<file path="src/rtl/sdp_ram_burst_reader.sv">
// sdp_ram_burst_reader
//   Read-side burst sequencer for a simple-dual-port RAM with a 1-cycle registered read.
//   Accepts a (start_addr, burst_len) command, issues one RAM read per cycle while buffer
//   credit allows, captures each word the cycle after its issue into a 2-entry FIFO, and
//   presents the words as a valid/ready stream with a last flag.
//
// Ports
//   clk, rst             clock; asynchronous active-high reset
//   start                command strobe, honoured only when idle
//   start_addr           first word address
//   burst_len            number of words (0 = empty burst, completes without RAM access)
//   busy                 high from the cycle after an accepted start through the done cycle
//   done                 one-cycle completion pulse
//   ram_ena              RAM read strobe (combinational from state and m_ready)
//   ram_read_addr        RAM read address
//   ram_dout             RAM registered read data
//   m_data/m_valid       stream output, driven from the FIFO head register
//   m_ready              stream backpressure
//   m_last               final beat of the burst, qualified by m_valid
module sdp_ram_burst_reader #(
   parameter int unsigned ADDR_WIDTH = 10,
   parameter int unsigned DATA_WIDTH = 32,
   parameter int unsigned LEN_WIDTH  = 11
) (
   input  logic                  clk,
   input  logic                  rst,
   input  logic                  start,
   input  logic [ADDR_WIDTH-1:0] start_addr,
   input  logic [LEN_WIDTH-1:0]  burst_len,
   output logic                  busy,
   output logic                  done,
   output logic                  ram_ena,
   output logic [ADDR_WIDTH-1:0] ram_read_addr,
   input  logic [DATA_WIDTH-1:0] ram_dout,
   output logic [DATA_WIDTH-1:0] m_data,
   output logic                  m_valid,
   input  logic                  m_ready,
   output logic                  m_last
);

   typedef enum logic [1:0] {StIdle, StRun, StDrain, StDone} state_e;

   state_e                  state_q;
   logic                    busy_q;
   logic                    done_q;
   logic [ADDR_WIDTH-1:0]   addr_q;
   logic [LEN_WIDTH-1:0]    issue_rem_q;
   logic [LEN_WIDTH-1:0]    beat_rem_q;
   logic                    inflight_q;
   logic [1:0]              occ_q;
   logic                    rd_ptr_q;
   logic                    wr_ptr_q;
   logic [DATA_WIDTH-1:0]   buf_q [2];

   logic                    pop;
   logic [2:0]              load;

   always_comb begin
      m_valid = (occ_q != 2'd0);
      m_data  = buf_q[rd_ptr_q];
      m_last  = m_valid && (beat_rem_q == LEN_WIDTH'(1));
      pop     = m_valid && m_ready;
      // Slots that will be committed after this cycle if no new read is issued; the read
      // in flight already owns a slot, so a new issue is only safe while this is below 2.
      load    = 3'(occ_q) + 3'(inflight_q) - 3'(pop);
      ram_ena = (state_q == StRun) && (issue_rem_q != '0) && (load < 3'd2);
   end

   assign ram_read_addr = addr_q;
   assign busy          = busy_q;
   assign done          = done_q;

   always_ff @(posedge clk or posedge rst) begin
      if (rst) begin
         state_q     <= StIdle;
         busy_q      <= 1'b0;
         done_q      <= 1'b0;
         addr_q      <= '0;
         issue_rem_q <= '0;
         beat_rem_q  <= '0;
         inflight_q  <= 1'b0;
         occ_q       <= 2'd0;
         rd_ptr_q    <= 1'b0;
         wr_ptr_q    <= 1'b0;
         buf_q[0]    <= '0;
         buf_q[1]    <= '0;
      end else begin
         done_q     <= 1'b0;
         inflight_q <= ram_ena;

         if (ram_ena) begin
            addr_q      <= addr_q + ADDR_WIDTH'(1);  // wraps modulo the RAM depth
            issue_rem_q <= issue_rem_q - LEN_WIDTH'(1);
         end

         // ram_dout is only meaningful the cycle after our own issue; the writer may drive
         // the shared RAM enable at any other time.
         if (inflight_q) begin
            buf_q[wr_ptr_q] <= ram_dout;
            wr_ptr_q        <= ~wr_ptr_q;
         end

         if (pop) begin
            rd_ptr_q   <= ~rd_ptr_q;
            beat_rem_q <= beat_rem_q - LEN_WIDTH'(1);
         end

         occ_q <= occ_q + 2'(inflight_q) - 2'(pop);

         unique case (state_q)
            StIdle: begin
               if (start) begin
                  busy_q <= 1'b1;
                  if (burst_len != '0) begin
                     state_q     <= StRun;
                     addr_q      <= start_addr;
                     issue_rem_q <= burst_len;
                     beat_rem_q  <= burst_len;
                  end else begin
                     state_q <= StDone;
                     done_q  <= 1'b1;
                  end
               end
            end
            StRun: begin
               if (ram_ena && (issue_rem_q == LEN_WIDTH'(1))) begin
                  state_q <= StDrain;
               end
            end
            StDrain: begin
               if (pop && m_last) begin
                  state_q <= StDone;
                  done_q  <= 1'b1;
               end
            end
            StDone: begin
               state_q <= StIdle;
               busy_q  <= 1'b0;
            end
            default: state_q <= StIdle;
         endcase
      end
   end

endmodule

</file>
<file path="config.mk">
export PLATFORM = sky130hd
export DESIGN_NAME = sdp_ram_burst_reader
export DESIGN_NICKNAME = d
export VERILOG_FILES = /design/src/rtl/sdp_ram_burst_reader.sv
export SDC_FILE = /design/constraint.sdc
export NUM_CORES = 1
export LEC_CHECK = 0
export ABC_CLOCK_PERIOD_IN_PS = 2900
export BUFFER_PORTS_ARGS = -buffer_cell sky130_fd_sc_hd__buf_2
export CORE_ASPECT_RATIO = 2
export CORE_MARGIN = 1.5
export CORE_UTILIZATION = 49
export CTS_CLUSTER_DIAMETER = 30
export DETAILED_ROUTE_END_ITERATION = 6
export PLACE_DENSITY_LB_ADDON = 0.2
export RECOVER_POWER = 50
export SLEW_MARGIN = 5
export SYNTH_ARGS = -nofsm -noshare
export SYNTH_HDL_FRONTEND = slang
export SYNTH_SLANG_ARGS = --single-unit
</file>
<file path="constraint.sdc">
create_clock -name clk -period 2.9 [get_ports clk]
set_input_delay 0.435 -clock clk [delete_from_list [all_inputs] [get_ports clk]]
set_output_delay 0.435 -clock clk [all_outputs]
set_load 0.02 [all_outputs]
</file>
==> results.cfg <==
[floorplanning]
fp-row-count = 52
die-area_sq_mm = 0.0109
initial_core_util = 0.499
ioPinCount = 104
coreArea_sq_mm = 0.0100
die_y_microns = 146
die_x_microns = 74.4

[setup_path]
critPathKind = register to output port
worst_r2r_startpoint = beat_rem_q[3]$_DFF_PP0_
path_max_fanout = 5
crit_top_cell = or4_4
crit_path_end_kind = output port
cp.arrival_ns = 2.31
required_ns = 2.47
cp_slowest_cell = or4_4
start_kind = register
worstPathCellList = or4_4 -> or4_4 -> nor4b_1 -> buf_2
r2r_setup_slack_ns = 0.35
critPathLaunch = beat_rem_q[3]$_DFF_PP0_
cp_slowest_stage_delay_ns = 0.58

[placed_design]
dp_hpwl_mm = 7.96
place_area_sq_mm = 0.00575
place_congestion = 0.899
portBuffers = 103
placedCellCount = 650
pre_cts_ws_ns = 0.302

[yosys]
synthCells = 414
syn_avg_cell_area_sq_um = 12.1
synth_edf_count = 0
synth_area_sq_mm = 0.00500
synth_fp_nets = 482
postSynth.asyncResetShare = 1.00
synth_cell_type_count = 41
synth_flop_cell = dfrtp_1
ys_seq_elements = 105
ys_seq_area_frac = 0.525
synth_warnings = 0

[clock_tree]
h-tree-depth = 3
clockRootBuffer = clkbuf_16
insertion_delay_ns = 0.34
cts-hold-fix-buffers = 0
cts_buffer_depth = 2
cts_sinks = 105
clkTransAtPathRegs_ns = 0.07
cts_tree = done
cts_buffers = 9

[route]
wl_per_cell_microns = 16.5
drt_iter0_drc = 152
drc = 0
drt-total-wl_mm = 11.1
vias = 3615
first_pass_iters = 4
ant_nets = 0
viasPerCell = 5.41

[timing]
final-setup-viol-count = 0
hold_viol = 0
fin_worst_skew_ns = 0.00677
fmax_mhz = 364
setup-tns-final_ns = 0
period_share = 0.948
report.final.slew_viol_count = 0
worst_pin_slew_ns = 1.45
setup_slack_ns = 0.151
worst_hold_slack_ns = 0.294
slew_headroom = 0.0359
fin_crit_ns = 2.75
rsz0062_at_grt = no

[run_status]
status = complete, no violations

[global_route]
grt_pass1_wl_mm = 17.7
grt_start_max_net_pins = 106
antenna_found_initial = 0
grt_usage = 0.212
grt-ovfl-total = 0
grt_pass1_vias = 3739

[flow_run]
maxCapViolCount = 0

[cells_and_area]
drive_above_1_share = 0.458
n_antenna_cell = 0
area_delta_synth_final_pct = 21.4
fill_cells = 867
final_area_sq_mm = 0.00607
utilization = 0.606
final_nets = 596
fin_cells = 668

[pwr]
sw_frac_of_total = 0.217
power_mw = 2.82
power_leakage_nw = 3.09
ir_drop_mv = 0.292
combPwrFrac = 0.035
p_int_mw = 2.21
power.switching_mw = 0.611
power.share.clock = 0.434
power_density_mw_per_mm2 = 465
seqPwrFrac = 0.531

[min_path]
hold_class = input pin to register
worstHoldStart = start_addr[4]
Yosys cell counts, types with 9 or more instances:
cell type / count / area (sq um)
dfrtp_1: 105 / 2630
a21oi_1: 22 / 110
nand2_1: 15 / 56.3
xnor2_1: 14 / 123
inv_1: 13 / 48.8
ha_1: 10 / 125
clkbuf_1: 11 / 41.3
nor2_1: 27 / 101
o21ai_0: 14 / 70.1
nand3_1: 9 / 45.0
mux2_2: 96 / 1080
xor2_1: 14 / 123
final timing paths:
| path | endpoint | cells past startpoint |
|---|---|---|
| min in group asynchronous | done$_DFF_PP0_ | 3 |
| max reg2reg | state_q[1]$_DFFE_PP0P_ | 5 |
| max in group asynchronous | occ_q[0]$_DFF_PP0_ | 3 |
| max | m_last | 4 |
| min reg2reg | buf_q[8]$_DFFE_PP0P_ | 1 |
| min | ram_read_addr[4]$_DFF_PP0_ | 3 |
cell usage in the layout, fill, tap and decap left out, types with 3 or more instances in the layout:
cell type / n
clkbuf_16: 9
or4_4: 3
mux2_2: 96
dfrtp_1: 104
a21oi_1: 22
mux2i_1: 3
inv_1: 12
o21ai_0: 14
xor2_1: 13
a31oi_1: 3
ha_1: 10
nand2b_1: 3
xnor2_1: 14
nand3_1: 9
and3_1: 3
nand2_1: 14
nor4_1: 5
nor3_1: 8
nand4_1: 8
nor2_1: 26
buf_4: 16
buf_2: 103
repair_timing:
action                     in CTS  in global routing
setup buffers                   0                  2
resized for setup               0                  4
setup endpoints to repair       0                  1
kinds of logic (layout without fill, tap and decap cells):
kind of cell | count (synthesis) | after routing | synth area share
adder cells (fa/ha/maj) | 11 | 11 | 0.0290
flip-flops | 105 | 105 | 0.525
AND/OR/NAND/NOR | 93 | 93 | 0.0971
buffers and inverters | 31 | 150 | 0.0233
multiplexers | 99 | 99 | 0.222
XOR/XNOR | 28 | 28 | 0.0490
AO/OA/AOI/OAI | 47 | 47 | 0.0540
state kept, by name (all words and copies together), names as in the netlist, 2 cells and up:
name,count
issue_rem_q,11
occ_q,2
buf_q,64
state_q,2
ram_read_addr,10
beat_rem_q,11
area by class of cell:
class | count | area, sq um | area share
timing repair buffer | 120 | 643 | 0.106
tap | 135 | 169 | 0.0278
clock buffer | 9 | 225 | 0.0371
inverter | 14 | 53.8 | 0.00886
sequential | 105 | 2630 | 0.433
clock inverter | 7 | 77.6 | 0.0128
multi-input combinational | 278 | 2270 | 0.374
power by group through the flow:
stage | Combinational, mW | Clock (mW) | Sequential (mW)
after floorplan | 0.0433 | 0 | 1.52
after detailed placement | 0.105 | 0 | 1.52
final | 0.0992 | 1.22 | 1.50
after CTS | 0.105 | 1.27 | 1.50
after global placement | 0.101 | 0 | 1.52
after global routing | 0.112 | 1.32 | 1.50
routing by layer:
layer,track usage,vias to the layer above,share of wire
met4,0.0982,0,0.032
met2,0.389,99,0.57
li1,-,1698,-
met5,0,-,0
met3,0.0429,21,0.037
met1,0.218,1797,0.36
critical path: cells and delay by family, from the launching register on:
family,cells,cell delay (ns)
AND/OR/NAND/NOR,3,1.33
flip-flops,1,0.42
buffers and inverters,1,0.22
Note: power is estimated with default switching activity, not from simulation.
